### src/rtl/data_mem_arbiter_if.sv
// Bus bundle between the data memory arbiter, its two requesters and the memory.
// The slave view belongs to the arbiter; the master view drives requests and memory read data.
interface data_mem_arbiter_if #(
  parameter int unsigned ADDR_W = 32,
  parameter int unsigned DATA_W = 32
);
  logic              req_a;
  logic              req_b;
  logic              we_a;
  logic              we_b;
  logic [ADDR_W-1:0] addr_a;
  logic [ADDR_W-1:0] addr_b;
  logic [DATA_W-1:0] wdata_a;
  logic [DATA_W-1:0] wdata_b;
  logic              ack_a;
  logic              ack_b;
  logic [DATA_W-1:0] rdata;
  logic              err;
  logic              mem_read;
  logic              mem_write;
  logic [ADDR_W-1:0] mem_address;
  logic [DATA_W-1:0] mem_write_data;
  logic [DATA_W-1:0] mem_read_data;

  modport slave (
    input  req_a, req_b, we_a, we_b, addr_a, addr_b, wdata_a, wdata_b, mem_read_data,
    output ack_a, ack_b, rdata, err, mem_read, mem_write, mem_address, mem_write_data
  );

  modport master (
    output req_a, req_b, we_a, we_b, addr_a, addr_b, wdata_a, wdata_b, mem_read_data,
    input  ack_a, ack_b, rdata, err, mem_read, mem_write, mem_address, mem_write_data
  );
endinterface

### src/rtl/data_mem_arbiter.sv
// Round-robin arbiter sharing a single-port word memory between a CPU port (A) and a DMA port (B).
// One transaction in flight: IDLE -> ACCESS -> RESP, rejected accesses skip ACCESS.
module data_mem_arbiter #(
  parameter int unsigned ADDR_W    = 32,
  parameter int unsigned DATA_W    = 32,
  parameter int unsigned MEM_BYTES = 4096,
  parameter bit          RR_INIT   = 1'b0
) (
  input logic               clk,
  input logic               rst,
  data_mem_arbiter_if.slave bus
);

  localparam logic [ADDR_W-1:0] LastWord = ADDR_W'(MEM_BYTES - 4);

  typedef enum logic [1:0] {StIdle, StAccess, StResp} state_e;

  state_e            state_q, state_d;
  logic              rr_q, rr_d;
  logic              owner_q, owner_d;
  logic              we_q, we_d;
  logic              err_q, err_d;
  logic [DATA_W-1:0] rdata_q, rdata_d;
  logic [ADDR_W-1:0] maddr_q, maddr_d;
  logic [DATA_W-1:0] mwdata_q, mwdata_d;

  logic              any_req;
  logic              sel_b;
  logic              sel_we;
  logic              sel_err;
  logic [ADDR_W-1:0] sel_addr;
  logic [DATA_W-1:0] sel_wdata;

  // Winner selection and access check, evaluated every cycle but only used in StIdle.
  always_comb begin
    any_req   = bus.req_a | bus.req_b;
    sel_b     = (bus.req_a && bus.req_b) ? rr_q : bus.req_b;
    sel_we    = sel_b ? bus.we_b : bus.we_a;
    sel_addr  = sel_b ? bus.addr_b : bus.addr_a;
    sel_wdata = sel_b ? bus.wdata_b : bus.wdata_a;
    sel_err   = (sel_addr[1:0] != 2'b00) || (sel_addr > LastWord);
  end

  always_ff @(posedge clk or negedge rst) begin
    if (!rst) begin
      state_q  <= StIdle;
      rr_q     <= RR_INIT;
      owner_q  <= 1'b0;
      we_q     <= 1'b0;
      err_q    <= 1'b0;
      rdata_q  <= '0;
      maddr_q  <= '0;
      mwdata_q <= '0;
    end else begin
      state_q  <= state_d;
      rr_q     <= rr_d;
      owner_q  <= owner_d;
      we_q     <= we_d;
      err_q    <= err_d;
      rdata_q  <= rdata_d;
      maddr_q  <= maddr_d;
      mwdata_q <= mwdata_d;
    end
  end

  always_comb begin
    state_d = state_q;
    unique case (state_q)
      StIdle:   if (any_req) state_d = sel_err ? StResp : StAccess;
      StAccess: state_d = StResp;
      StResp:   state_d = StIdle;
      default:  state_d = StIdle;
    endcase
  end

  always_comb begin
    rr_d     = rr_q;
    owner_d  = owner_q;
    we_d     = we_q;
    err_d    = err_q;
    rdata_d  = rdata_q;
    maddr_d  = maddr_q;
    mwdata_d = mwdata_q;
    unique case (state_q)
      StIdle: begin
        rdata_d = '0;
        if (any_req) begin
          owner_d = sel_b;
          we_d    = sel_we;
          err_d   = sel_err;
          // Rejected accesses leave the memory-facing address/data untouched.
          if (!sel_err) begin
            maddr_d  = sel_addr;
            mwdata_d = sel_wdata;
          end
        end
      end
      StAccess: rdata_d = we_q ? '0 : bus.mem_read_data;
      StResp:   rr_d = ~owner_q;
      default:  ;
    endcase
  end

  always_comb begin
    bus.mem_read       = (state_q == StAccess) && !we_q;
    bus.mem_write      = (state_q == StAccess) && we_q;
    bus.mem_address    = maddr_q;
    bus.mem_write_data = mwdata_q;
    bus.ack_a          = (state_q == StResp) && !owner_q;
    bus.ack_b          = (state_q == StResp) && owner_q;
    bus.err            = (state_q == StResp) && err_q;
    bus.rdata          = rdata_q;
  end

endmodule
### src/flat_wrapper.sv
// flat-port wrapper written by rule: the top's interface ports become plain ports
module data_mem_arbiter_flat 
#(
  parameter int unsigned ADDR_W    = 32,
  parameter int unsigned DATA_W    = 32,
  parameter int unsigned MEM_BYTES = 4096,
  parameter bit          RR_INIT   = 1'b0
)
  (clk, rst, bus_req_a, bus_req_b, bus_we_a, bus_we_b, bus_addr_a, bus_addr_b, bus_wdata_a, bus_wdata_b, bus_mem_read_data, bus_ack_a, bus_ack_b, bus_rdata, bus_err, bus_mem_read, bus_mem_write, bus_mem_address, bus_mem_write_data);
  data_mem_arbiter_if #(.ADDR_W(ADDR_W), .DATA_W(DATA_W)) bus_i ();
  input logic clk;
  input logic rst;
  input wire logic [$bits(bus_i.req_a)-1:0] bus_req_a;
  input wire logic [$bits(bus_i.req_b)-1:0] bus_req_b;
  input wire logic [$bits(bus_i.we_a)-1:0] bus_we_a;
  input wire logic [$bits(bus_i.we_b)-1:0] bus_we_b;
  input wire logic [$bits(bus_i.addr_a)-1:0] bus_addr_a;
  input wire logic [$bits(bus_i.addr_b)-1:0] bus_addr_b;
  input wire logic [$bits(bus_i.wdata_a)-1:0] bus_wdata_a;
  input wire logic [$bits(bus_i.wdata_b)-1:0] bus_wdata_b;
  input wire logic [$bits(bus_i.mem_read_data)-1:0] bus_mem_read_data;
  output wire logic [$bits(bus_i.ack_a)-1:0] bus_ack_a;
  output wire logic [$bits(bus_i.ack_b)-1:0] bus_ack_b;
  output wire logic [$bits(bus_i.rdata)-1:0] bus_rdata;
  output wire logic [$bits(bus_i.err)-1:0] bus_err;
  output wire logic [$bits(bus_i.mem_read)-1:0] bus_mem_read;
  output wire logic [$bits(bus_i.mem_write)-1:0] bus_mem_write;
  output wire logic [$bits(bus_i.mem_address)-1:0] bus_mem_address;
  output wire logic [$bits(bus_i.mem_write_data)-1:0] bus_mem_write_data;
  assign bus_i.req_a = bus_req_a;
  assign bus_i.req_b = bus_req_b;
  assign bus_i.we_a = bus_we_a;
  assign bus_i.we_b = bus_we_b;
  assign bus_i.addr_a = bus_addr_a;
  assign bus_i.addr_b = bus_addr_b;
  assign bus_i.wdata_a = bus_wdata_a;
  assign bus_i.wdata_b = bus_wdata_b;
  assign bus_i.mem_read_data = bus_mem_read_data;
  assign bus_ack_a = bus_i.ack_a;
  assign bus_ack_b = bus_i.ack_b;
  assign bus_rdata = bus_i.rdata;
  assign bus_err = bus_i.err;
  assign bus_mem_read = bus_i.mem_read;
  assign bus_mem_write = bus_i.mem_write;
  assign bus_mem_address = bus_i.mem_address;
  assign bus_mem_write_data = bus_i.mem_write_data;
  data_mem_arbiter #(.ADDR_W(ADDR_W), .DATA_W(DATA_W), .MEM_BYTES(MEM_BYTES), .RR_INIT(RR_INIT)) u_core (.clk(clk), .rst(rst), .bus(bus_i));
endmodule
### config.mk
export PLATFORM = sky130hd
export DESIGN_NAME = data_mem_arbiter_flat
export DESIGN_NICKNAME = d
export VERILOG_FILES = /design/src/rtl/data_mem_arbiter_if.sv /design/src/rtl/data_mem_arbiter.sv /design/src/flat_wrapper.sv
export SDC_FILE = /design/constraint.sdc
export NUM_CORES = 1
export LEC_CHECK = 0
export CAP_MARGIN = 30
export CORE_ASPECT_RATIO = 0.5
export CORE_MARGIN = 4
export CORE_UTILIZATION = 34
export DETAILED_ROUTE_END_ITERATION = 12
export PLACE_DENSITY = 0.75
export SLEW_MARGIN = 10
export SYNTH_ARGS = -nofsm -noshare
export SYNTH_HDL_FRONTEND = slang
export SYNTH_SLANG_ARGS = --single-unit
export TNS_END_PERCENT = 5
### constraint.sdc
create_clock -name clk -period 1.95 [get_ports clk]
set_input_delay 0.195 -clock clk [delete_from_list [all_inputs] [get_ports clk]]
set_output_delay 0.195 -clock clk [all_outputs]
set_load 0.01 [all_outputs]
**Yosys cells after proc, flatten, opt, wreduce, memory -nomap -nowiden**

Index checks and enable logic that the tools add are counted.
W data, S select, Z words.

- Register bits: 102
- Latch bits: 0
- Memory bits (writable): 0
- Bits in read-only memories: 0
- Input port bits: 166
- Output and inout port bits: 101
- Word-level logic and storage cells: 38
- Memories: 0

- Add/sub/neg operators: 0
- Multipliers: 0
- Div/mod/pow operators: 0
- Magnitude comparators: 1
- Eq/ne operators: 3
- Shift operators: 0
- Mux-type cells: 9
- Bitwise operators: 3
- Reduce and logical (&&, ||, !) cells: 14

Operators by type and width:

| kind | number |
|---|---|
| $mux W32 | 3 |
| $pmux W32 S2 | 1 |
| $gt A32 B12 Y1 const B | 1 |
| $logic_and A1 B1 Y1 | 6 |
| $mux W2 | 2 |
| $pmux W2 S2 | 1 |
| $reduce_bool A2 Y1 | 2 |
| $reduce_and A3 Y1 | 1 |
| $eq A2 B1 Y1 const B | 1 |
| $eq A2 B2 Y1 const B | 1 |
| $logic_not A1 Y1 | 2 |
| $logic_not A2 Y1 | 1 |
| $mux W1 | 2 |
| $ne A2 B1 Y1 const B | 1 |
| $not A1 Y1 | 2 |
| $reduce_and A2 Y1 | 1 |
| $logic_or A1 B1 Y1 | 1 |
| $or A1 B1 Y1 | 1 |

**Longest topological paths before layout**

Gate-level depths: netlist of the first run.

- Depth in word-level cells: 8
- Depth in mapped cells: 8
- Gate-level depth less buffers: 5

**Worst setup path before layout of the first run**

Ideal clock, no wire load.

- Path type: flip-flop to flip-flop
- From: register u_core.state_q[1]
- To: register u_core.mwdata_q[10], in the netlist u_core.bus.mem_write_data[10]
- Setup time: 125 ps
- Arrival: 1694 ps
- Path slack: 131 ps
- Stages on the path, launching flop included: 8
- Path buffers: 4
- Cell sequence: dfrtp_1 > buf_6 > or3_1 > clkbuf_1 > nand2b_1 > buf_6 > buf_6 > mux2_4

- Word-level cells in the longest chain between the ends: 2

RTL lines:

| what | RTL line | text |
|---|---|---|
| start, declared | data_mem_arbiter.sv:18 | `state_e state_q, state_d;` |
| start signal, assigned | data_mem_arbiter.sv:46 | `state_q <= StIdle;` |
| start signal, assigned | data_mem_arbiter.sv:55 | `state_q <= state_d;` |
| $logic_not A2 Y1 | data_mem_arbiter.sv:84 | `unique case (state_q)` |
| $reduce_and A3 Y1 (no line) | n/a |  |
| end signal, assigned | data_mem_arbiter.sv:62 | `mwdata_q <= mwdata_d;` |
| end, declared | data_mem_arbiter.sv:25 | `logic [DATA_W-1:0] mwdata_q, mwdata_d;` |

No other way between the ends.
A chain may end at the register's enable or synchronous reset.

**Final worst setup path of the first run**

- From: input bus_addr_a[30]
- To: register u_core.mwdata_q[9], in the netlist u_core.bus.mem_write_data[9]

- Word-level cells in the longest chain between the ends: 5

RTL lines:

| what | RTL line | text |
|---|---|---|
| start, declared | flat_wrapper.sv:17 | `input wire logic [$bits(bus_i.addr_a)-1:0] bus_addr_a;` |
| $mux W32 | data_mem_arbiter.sv:39 | `sel_addr = sel_b ? bus.addr_b : bus.addr_a;` |
| $gt A32 B12 Y1 | data_mem_arbiter.sv:41 | `sel_err = (sel_addr[1:0] != 2'b00) \|\| (sel_addr > LastWord);` |
| $logic_or A1 B1 Y1 | data_mem_arbiter.sv:41 |  |
| $not A1 Y1 (no line) | n/a |  |
| $reduce_and A3 Y1 (no line) | n/a |  |

No other way between the ends.

==> flow_summary.yaml, run 1 <==
logic_synthesis:
  ys_warn_count: 0
  synth_ff_type: "sky130_fd_sc_hd__dfrtp_1"
  netlist_top_cells_area: "sky130_fd_sc_hd__dfrtp_1 58%, sky130_fd_sc_hd__nand2_1 11%, sky130_fd_sc_hd__mux2_4 9.2%, sky130_fd_sc_hd__a22o_1 6.4%, sky130_fd_sc_hd__mux2_2 3.8%"
  seq_area_frac_synth_pct: 58.00
  yosys-top-cells-count: "130 x sky130_fd_sc_hd__nand2_1, 102 x sky130_fd_sc_hd__dfrtp_1, 32 x sky130_fd_sc_hd__a22o_1, 27 x sky130_fd_sc_hd__mux2_4, 24 x sky130_fd_sc_hd__and2_1"
  synthMostInstantiatedCell: "sky130_fd_sc_hd__nand2_1"
  synth.cell_area_um2: 4400
  number_of_synthesized_flops_with_an_enable_pin: 0
  syn-mean-instance-area_um2: 11.28
  postSynthNetCount: 556
  synth_largest_type_area_fraction_pct: 58.00
  yosysTopAreaCell: "sky130_fd_sc_hd__dfrtp_1"
  synth.lib_cells_used.distinct: 24
  syn_inst: 390
  synth-async-reset-ratio_pct: 100.0
  ys_seq_elements: 102
route:
  drt_first_iter_violations: 171
  route.detailed.drc: 0
  wire_per_inst_um: 16.90
  dr_total_vias: 3816
  finalWirelength_mm: 14.13
  dr.pass1.iters: 4
  final_antenna_net_count: 0
  via_per_inst: 4.565
timing:
  final.period_utilization_pct: 98.22
  relSlewSlack_pct: 69.85
  worst_clock_skew_ns: 0.008768
  report.final.setup_viol: 0
  period_minus_slack_ns: 1.915
  hold_violations: 0
  report.final.slew_viol_count: 0
  fin_ws_ns: 0.03478
  fmax_ghz: 0.5221
  worst_slew_pin_slew_ns: 0.4522
  rsz0062_at_grt: "yes"
place:
  place.gp.congestion: 0.8059
  hpwl_mm: 10.78
  port_buffers: 266
  dpl-instance-area_um2: 7355
  dp.cells: 819
  dpl_worst_slack_ns: -0.4575
final_layout:
  syn_to_final_growth_pct: 75.18
  multi_input_comb_area_um2: 1769
  insertedDiodeCount: 0
  fin_nets: 827
  ff_latch_area_um2: 2552
  stdcell_area_um2: 7709
  proportion_of_layout_cells_with_a_drive_suffix_above_1_pct: 12.76
  final_layout_fill_cell_count: 1039
  final_instance_count_without_filler_cells: 836
power_and_ir_drop:
  post-layout-total-power_uw: 4660
  vdd_ir_drop_max_uv: 376.4
  pwr_density_cell_nw_per_um2: 604.5
  power_leakage_uw: 0.003725
critical_path:
  crit_required_ns: 2.18
  rr_worst_depth: 5
  critical_path_arrival_ns: 2.14
  critical_path.endpoint_type: "register"
  reg2reg_setup_slack_ns: 0.18
  startpoint: "bus_addr_a[30]"
  crit-reg2reg-capture: "u_core.bus.mem_write_data[0]"
  endpoint: "u_core.bus.mem_write_data[9]"
  launch_instance_of_the_worst_register_to_register_path: "u_core.rr_q"
  cp_max_fo: 37
  criticalPathCategory: "in -> reg"
  start_kind: "input port"
floorplan:
  chipWidth_um: 168.9
  floorplan.initialDensity_pct: 34.75
  ioPinCount: 267
  total_die_area_um2: 14940
  design.core.area_um2: 12660
  rows: 29
  die-height_um: 88.45
status:
  run_status: "completed"
clock_tree:
  numClockSinks: 102
  clock_latency_ns: 0.34
  cts_max_path_buffers: 2
  cts.root.buffer_cell: "sky130_fd_sc_hd__clkbuf_16"
  cts_inserted_buffers: 9
  tritoncts: "done"
  h_tree_lvls: 3
  cts.reportedPaths.clkPinSlew_ns: 0.08
global_routing:
  globalRouteOverflowTotal: 0
  antenna_found_initial: 0
  grt_first_pass_wirelength_mm: 21.36
  first_global_vias: 3926
  grt_max_degree: 50
  combined_global_route_utilization_of_all_metal_layers_pct: 18.23
hold_path:
  timing.hold.worst.class: "in -> async"
flow_run:
  drv_cap: 0
-- cell type report --
| type | count | share of cell area, % |
|---|---|---|
| inverter | 3 | 0.1461 |
| timing repair buffer | 284 | 37.28 |
| tap | 170 | 2.759 |
| clock buffer | 10 | 2.970 |
| multi-input combinational | 261 | 22.95 |
| sequential | 102 | 33.11 |
| clock inverter | 6 | 0.7791 |
-- layout by cell type, fill, tap and decap left out, types with 2 or more instances in the layout --
master                            Yosys  layout
sky130_fd_sc_hd__clkdlybuf4s50_1      0     258
sky130_fd_sc_hd__nor2_1               7       6
sky130_fd_sc_hd__clkbuf_16            0       9
sky130_fd_sc_hd__a22o_1              32      32
sky130_fd_sc_hd__buf_4                0      13
sky130_fd_sc_hd__buf_12               0       5
sky130_fd_sc_hd__mux2_2              15      15
sky130_fd_sc_hd__dlymetal6s2s_1       0       6
sky130_fd_sc_hd__inv_8                0       3
sky130_fd_sc_hd__inv_6                0       3
sky130_fd_sc_hd__nand2_1            130     130
sky130_fd_sc_hd__mux2_4              27      27
sky130_fd_sc_hd__nand4_1              2       2
sky130_fd_sc_hd__nor4_2               0       3
sky130_fd_sc_hd__dfrtp_1            102     102
sky130_fd_sc_hd__o21ai_0              3       3
sky130_fd_sc_hd__nor4_1              10       6
sky130_fd_sc_hd__inv_1                2       2
sky130_fd_sc_hd__and2_1              24      24
-- critical path: stages --
cell                              delay (ns)
sky130_fd_sc_hd__clkdlybuf4s50_1        0.54
sky130_fd_sc_hd__nor4_4                 0.27
sky130_fd_sc_hd__nand4_1                0.20
sky130_fd_sc_hd__o32ai_4                0.30
sky130_fd_sc_hd__nand2b_4               0.13
sky130_fd_sc_hd__buf_12                 0.19
sky130_fd_sc_hd__mux2_4                 0.30
-- report_power, final --
part	leakage, µW	switching, µW	internal, µW
registers	0.00141	17.0	2130
logic	0.00217	311	422
clock network	0.000144	866	909
total	0.00372	1190	3460
-- worst min-delay path by stage --
stage	slack, ns	cells after the start	endpoint	from
3_5_place_dp	0.16	1	u_core.bus.rdata[8]	rst
5_1_grt	0.34	2	u_core.bus.rdata[8]	rst
3_3_place_gp	0.15	1	u_core.bus.rdata[8]	rst
6_report	0.32	2	u_core.bus.rdata[8]	rst
2_1_floorplan	-0.10	0	u_core.bus.mem_address[0]	rst
4_1_cts	0.33	2	u_core.bus.rdata[8]	rst
-- metal layers --
metal / vias to the layer above / GRT usage (%) / wire length (µm)
met5: - / 0 / 0
met2: 93 / 32.62 / 7415
met4: 0 / 3.903 / 136
li1: 1843 / - / -
met1: 1871 / 22.96 / 5845
met3: 9 / 4.328 / 729
-- repair_timing --
item	4_1_cts	5_1_grt
endpoints found under the hold margin	27	0
gates resized for setup	3	11
setup buffers	0	0
pin swaps	0	3
setup endpoints to repair	43	46
gates cloned	0	0
hold buffers	1	0
-- cells by family after synthesis --
kind of cell	synth area share (%)
simple gates	17.51
flops	58.00
mux	13.28
compound gates	7.990
buf+inv	3.213
-- registers in the layout (all words and copies together), names as in the netlist --
signal / count
u_core.err_q: 1
u_core.bus.rdata: 32
u_core.bus.mem_address: 32
u_core.we_q: 1
u_core.owner_q: 1
u_core.rr_q: 1
u_core.state_q: 2
u_core.bus.mem_write_data: 32
-- per-stage QoR --
step / hold WS [ns] / setup TNS, ns / utilization (%)
2_1_floorplan: -0.1006 / 0 / -
3_3_place_gp: 0.1544 / -26.11 / 58.08
3_5_place_dp: 0.1554 / -25.58 / 58.08
4_1_cts: 0.3258 / 0 / 60.53
5_1_grt: 0.3435 / -0.01466 / 60.87
6_report: 0.3213 / 0 / 60.87
No activity file was read; power rests on OpenSTA's default activity.
==> run 2, diff against run 1 <==
--- a/config.mk
+++ b/config.mk
@@ -6,7 +6,7 @@
 export NUM_CORES = 1
 export LEC_CHECK = 0
 export CAP_MARGIN = 30
-export CORE_ASPECT_RATIO = 0.5
+export CORE_ASPECT_RATIO = 0.9
 export CORE_MARGIN = 4
 export CORE_UTILIZATION = 34
 export DETAILED_ROUTE_END_ITERATION = 12
==> run 2 against run 1 <==
Against the previous run:
- die area shrank 0.73%
- combinational power shrank 3%
- register-to-register slack lost 0.05 ns
- via count grew 1.4%
- first-iteration DRC count shrank 8.2%
- highest routed layer unchanged
==> flow_summary.yaml, run 2 (synthesized netlist as in run 1, its figures left out) <==
final_layout:
  stdcell_area_um2: 7771
  proportion_of_layout_cells_with_a_drive_suffix_above_1_pct: 13.36
  layout_commonest_cell: "sky130_fd_sc_hd__clkdlybuf4s50_1"
  top_library_cells_by_usage_in_the_layout_fill_and_taps_aside: "256 x sky130_fd_sc_hd__clkdlybuf4s50_1, 130 x sky130_fd_sc_hd__nand2_1, 102 x sky130_fd_sc_hd__dfrtp_1, 32 x sky130_fd_sc_hd__a22o_1, 27 x sky130_fd_sc_hd__mux2_4"
  syn_to_final_growth_pct: 76.60
  insertedDiodeCount: 0
  fin_nets: 828
  finalCoreUtilization_pct: 61.25
route:
  final_antenna_net_count: 0
  dr_total_vias: 3869
  finalWirelength_mm: 14.12
  wire_per_inst_um: 17.01
  via_per_inst: 4.661
  route.detailed.drc: 0
  drt_first_iter_violations: 157
  dr.pass1.iters: 5
status:
  run_status: "completed"
critical_path:
  cp_max_fo: 7
  critical_path.endpoint_type: "register"
  start_kind: "input port"
  criticalPathCategory: "in -> reg"
  critical_path_arrival_ns: 2.09
  reg2reg_setup_slack_ns: 0.13
  crit_required_ns: 2.17
  launch_instance_of_the_worst_register_to_register_path: "u_core.rr_q"
  rr_worst_depth: 5
  crit-reg2reg-capture: "u_core.bus.mem_write_data[11]"
clock_tree:
  tritoncts: "done"
  cts.root.buffer_cell: "sky130_fd_sc_hd__clkbuf_16"
  h_tree_lvls: 3
  cts_max_path_buffers: 2
  post-cts-setup-buffers: 0
  cts.reportedPaths.clkPinSlew_ns: 0.07
  clock_latency_ns: 0.33
  numClockSinks: 102
  cts_inserted_buffers: 9
hold_path:
  timing.hold.worst.class: "in -> async"
place:
  dpl-instance-area_um2: 7307
  port_buffers: 266
  dpl_worst_slack_ns: -0.3914
  place.gp.congestion: 0.9021
  hpwl_mm: 10.75
floorplan:
  floorplan.initialDensity_pct: 34.68
  chipWidth_um: 127.9
  design.core.area_um2: 12690
  total_die_area_um2: 14830
  ioPinCount: 267
  die-height_um: 115.9
  rows: 39
flow_run:
  drv_cap: 0
timing:
  report.final.slew_viol_count: 0
  fin_worst_hold_slack_ns: 0.3717
  rsz0062_at_grt: "no"
  hold_violations: 0
  worst_slew_pin_slew_ns: 0.5244
  final.period_utilization_pct: 96.09
  finalSetupTns_ns: 0
  fin_ws_ns: 0.07615
  period_minus_slack_ns: 1.874
  worst_clock_skew_ns: 0.006368
  report.final.setup_viol: 0
  relSlewSlack_pct: 65.04
  fmax_ghz: 0.5337
power_and_ir_drop:
  power.share.clock_pct: 39.3
  net_switching_power_figure_uw: 1065
  pwr_density_cell_nw_per_um2: 608.8
  share_comb_of_total_power_pct: 15.1
  p_sw_share_pct: 22.52
  power.share.sequential_pct: 45.6
  internal_power_component_uw: 3666
  power_leakage_uw: 0.003754
  vdd_ir_drop_max_uv: 360.1
global_routing:
  combined_global_route_utilization_of_all_metal_layers_pct: 17.84
  grt_max_degree: 52
  globalRouteOverflowTotal: 0
  first_global_vias: 4086
  grt_first_pass_wirelength_mm: 20.96
  antenna_found_initial: 0
-- run 2: cell types whose count changed in the layout (fill, tap and decap cells not counted), moves of 2 or more --
cell                              change
sky130_fd_sc_hd__buf_12               -2
sky130_fd_sc_hd__buf_4                -2
sky130_fd_sc_hd__buf_6                +2
sky130_fd_sc_hd__bufinv_16            +2
sky130_fd_sc_hd__clkbuf_16            +2
sky130_fd_sc_hd__clkdlybuf4s50_1      -2
sky130_fd_sc_hd__clkinv_2             +2
sky130_fd_sc_hd__clkinv_4             +2
sky130_fd_sc_hd__dlymetal6s2s_1       +3
sky130_fd_sc_hd__inv_6                -3
sky130_fd_sc_hd__inv_8                -3
sky130_fd_sc_hd__nor4_1               -2
sky130_fd_sc_hd__nor4_2               +3
-- run 2: critical path, stage by stage --
cell and delay, ns:
sky130_fd_sc_hd__clkdlybuf4s50_1 0.42, sky130_fd_sc_hd__nor4_2 0.22, sky130_fd_sc_hd__nand4_1 0.22, sky130_fd_sc_hd__o32ai_4 0.36, sky130_fd_sc_hd__nand2b_4 0.16, sky130_fd_sc_hd__clkbuf_16 0.21
sky130_fd_sc_hd__mux2_4 0.30
-- run 2: power by group through the flow --
stage                     logic (µW)  clock network, µW  registers, µW
after floorplan                  228                  0           2190
after global placement           706                  0           2200
after detailed placement         711                  0           2200
after CTS                        719               1910           2150
after global routing             779               2010           2160
final                            714               1860           2160
-- run 2: layout make-up --
type | instances | area (µm²)
repair buffers | 285 | 2915
clock buffers | 9 | 225.2
fillers | 1015 | 4916
inverters | 3 | 11.26
multi-input cells | 261 | 1774
clock inverters | 6 | 87.58
flip-flops and latches | 102 | 2552
well taps | 164 | 205.2
-- run 2: stage by stage --
| step | std cells | power [µW] |
|---|---|---|
| after floorplan | 390 | 2414 |
| after global placement | 811 | 2901 |
| after detailed placement | 811 | 2907 |
| after CTS | 827 | 4788 |
| after global routing | 830 | 4942 |
| final | 830 | 4731 |
-- run 2: how the worst max path moves through the flow --
stage                                 start  slack, ns                       endpoint  cells past startpoint
after floorplan           u_core.state_q[1]       0.13  u_core.bus.mem_write_data[10]                      7
after global placement       bus_addr_b[19]      -0.34      u_core.bus.mem_address[6]                      8
after detailed placement     bus_addr_b[18]      -0.39      u_core.bus.mem_address[4]                      8
after CTS                    bus_addr_b[18]       0.02      u_core.bus.mem_address[4]                      8
after global routing         bus_addr_a[31]       0.01   u_core.bus.mem_write_data[4]                      7
final                        bus_addr_a[20]       0.08  u_core.bus.mem_write_data[11]                      7
-- run 2: layer usage --
metal / up-vias / track usage [%] / routed length [µm]
li1: 1841 / - / -
met1: 1814 / 20.83 / 5373
met2: 191 / 30.46 / 6948
met3: 23 / 7.558 / 1525
met4: 0 / 4.668 / 274
met5: - / 0 / 0
-- run 2: what timing repair did --
action                                  CTS  global route
endpoints found under the setup margin   17            45
endpoints found under the hold margin    39             0
gates resized for setup                   1            19
gates cloned                              0             3
hold buffers                              1             0
pin swaps                                 0             7
==> run 3, diff against run 2 <==
--- a/config.mk
+++ b/config.mk
@@ -10,7 +10,7 @@
 export CORE_MARGIN = 4
 export CORE_UTILIZATION = 34
 export DETAILED_ROUTE_END_ITERATION = 12
-export PLACE_DENSITY = 0.75
+export PLACE_DENSITY = 0.83
 export SLEW_MARGIN = 10
 export SYNTH_ARGS = -nofsm -noshare
 export SYNTH_HDL_FRONTEND = slang
==> run 3 against run 2 <==
Against the previous run:
- power is 3.5% lower
- maximum frequency shrank 1.2%
- core utilization is 0.34 points higher
- flip-flop and latch count stayed put
- worst setup slack got worse by 0.023 ns
- largest cell class unchanged
- highest routed layer unchanged
==> flow_summary.yaml, run 3 (synthesized netlist as in run 1, its figures left out) <==
final_layout:
  insertedDiodeCount: 0
  fin_nets: 830
  multi_input_comb_area_um2: 1789
  proportion_of_layout_cells_with_a_drive_suffix_above_1_pct: 13.75
  final_layout_fill_cell_count: 994
  ff_latch_area_um2: 2552
  syn_to_final_growth_pct: 77.57
  layout_commonest_cell: "sky130_fd_sc_hd__clkdlybuf4s50_1"
  top_library_cells_by_usage_in_the_layout_fill_and_taps_aside: "255 x sky130_fd_sc_hd__clkdlybuf4s50_1, 130 x sky130_fd_sc_hd__nand2_1, 102 x sky130_fd_sc_hd__dfrtp_1, 32 x sky130_fd_sc_hd__a22o_1, 27 x sky130_fd_sc_hd__mux2_4"
power_and_ir_drop:
  post-layout-total-power_uw: 4567
  share_comb_of_total_power_pct: 15.6
  power.share.sequential_pct: 47.2
  net_switching_power_figure_uw: 1130
  p_sw_share_pct: 24.74
  vdd_ir_drop_max_uv: 438.5
  pwr_density_cell_nw_per_um2: 584.4
  power_leakage_uw: 0.003782
  power.share.clock_pct: 37.2
  internal_power_component_uw: 3437
timing:
  fin_ws_ns: 0.05286
  relSlewSlack_pct: 70.43
  report.final.slew_viol_count: 0
  period_minus_slack_ns: 1.897
  report.final.setup_viol: 0
  worst_slew_pin_slew_ns: 0.4436
  rsz0062_at_grt: "yes"
  worst_clock_skew_ns: 0.004696
  hold_violations: 0
  final.period_utilization_pct: 97.29
  fmax_ghz: 0.5271
clock_tree:
  numClockSinks: 102
  clock_latency_ns: 0.33
  cts_max_path_buffers: 2
  h_tree_lvls: 3
  cts_inserted_buffers: 9
  tritoncts: "done"
  cts.root.buffer_cell: "sky130_fd_sc_hd__clkbuf_16"
  cts.reportedPaths.clkPinSlew_ns: 0.07
place:
  hpwl_mm: 10.70
  place.gp.congestion: 0.8204
  port_buffers: 266
  dpl_worst_slack_ns: -0.4290
global_routing:
  grt_max_degree: 43
  met2_usage_pct: 30.39
  grt_first_pass_wirelength_mm: 21.07
  antenna_found_initial: 0
  grt_busiest_layer: "met2"
  met3_track_demand_over_resource_pct: 6.037
  globalRouteOverflowTotal: 0
  combined_global_route_utilization_of_all_metal_layers_pct: 17.80
  use_met1_pct: 21.49
  first_global_vias: 4170
critical_path:
  critical_path_arrival_ns: 2.12
  criticalPathCategory: "in -> reg"
  timing.critical_path.buf_inv: 3
  sequence_of_cells_on_the_critical_path: "clkdlybuf4s50_1 > nor4_2 > nand4_1 > buf_4 > o32ai_4 > nand2b_4 > clkbuf_16 > mux2_4"
  slowest_stage: "sky130_fd_sc_hd__clkdlybuf4s50_1"
  cpLargestDelayFamily: "buffers and inverters"
  cp_max_fo: 8
  critPathMaxStageDelay_ns: 0.45
  critical_path.endpoint_type: "register"
  crit_required_ns: 2.17
  start_kind: "input port"
route:
  final_antenna_net_count: 0
  route.detailed.drc: 0
  drt_first_iter_violations: 168
  dr_total_vias: 3913
  dr.pass1.iters: 4
  wire_per_inst_um: 17.09
  via_per_inst: 4.697
  finalWirelength_mm: 14.24
floorplan:
  chipWidth_um: 127.9
  floorplan.initialDensity_pct: 34.68
  total_die_area_um2: 14830
  rows: 39
  die-height_um: 115.9
  ioPinCount: 267
  design.core.area_um2: 12690
status:
  run_status: "completed"
flow_run:
  drv_cap: 0
hold_path:
  timing.hold.worst.class: "in -> async"
-- run 3: cell types whose count changed in the layout (fill, tap and decap cells not counted), sizes merged --
cell,change
clkinv,-1
inv,+3
clkdlybuf4s50,-1
dlymetal6s2s,+1
clkbuf,+3
bufinv,-2
-- run 3: cell type report --
cell class | count | area share (%)
clock buffers | 10 | 2.930
clock inverters | 6 | 0.6886
inverters | 3 | 0.1441
multi-input cells | 261 | 22.90
flip-flops and latches | 102 | 32.67
well taps | 164 | 2.626
repair buffers | 287 | 38.05
-- run 3: metrics by stage --
step / cells / cell area (µm²) / hold slack (ns) / utilization (%) / setup TNS, ns
final: 833 / 7814 / 0.3401 / 61.59 / 0
after global routing: 833 / 7814 / 0.3737 / 61.59 / -0.5315
after CTS: 830 / 7634 / 0.3380 / 60.17 / 0
after detailed placement: 813 / 7335 / 0.1731 / 57.81 / -25.70
after global placement: 813 / 7335 / 0.1608 / 57.81 / -23.54
after floorplan: 390 / 4400 / -0.1006 / - / 0
-- run 3: path summary, 6_finish.rpt --
| check | start | to | slack, ns | cells past startpoint |
|---|---|---|---|---|
| worst max-delay path | bus_addr_b[31] | u_core.bus.mem_write_data[9] | 0.05 | 8 |
| worst min-delay path | rst | u_core.bus.mem_address[19] | 0.34 | 2 |
| worst max register to register | u_core.rr_q | u_core.bus.mem_write_data[9] | 0.13 | 5 |
| worst min register to register | u_core.bus.mem_address[30] | u_core.bus.mem_address[30] | 0.50 | 1 |
| max in group asynchronous | rst | u_core.bus.rdata[25] | 0.84 | 3 |
| min in group clk | bus_mem_read_data[28] | u_core.bus.rdata[28] | 0.45 | 2 |
-- run 3: power by group through the flow --
stage / sequential (µW) / clock (µW) / combinational, µW
3_3_place_gp: 2190 / 0 / 694
4_1_cts: 2150 / 1780 / 715
6_report: 2160 / 1700 / 712
2_1_floorplan: 2190 / 0 / 228
5_1_grt: 2160 / 1850 / 782
3_5_place_dp: 2200 / 0 / 707
-- run 3: routing by layer --
metal / part of all wire (%) / routed length (µm)
met1: 40 / 5642
met5: 0 / 0
met3: 8.6 / 1230
met2: 50 / 7132
met4: 1.6 / 230
-- run 3: what timing repair did --
action	in CTS	in global routing
buffers inserted	0	0
hold buffers	1	0
cloned	0	4
setup endpoints to repair	63	66
pin swaps	2	8
hold endpoints to repair	32	0
gates resized for setup	1	21
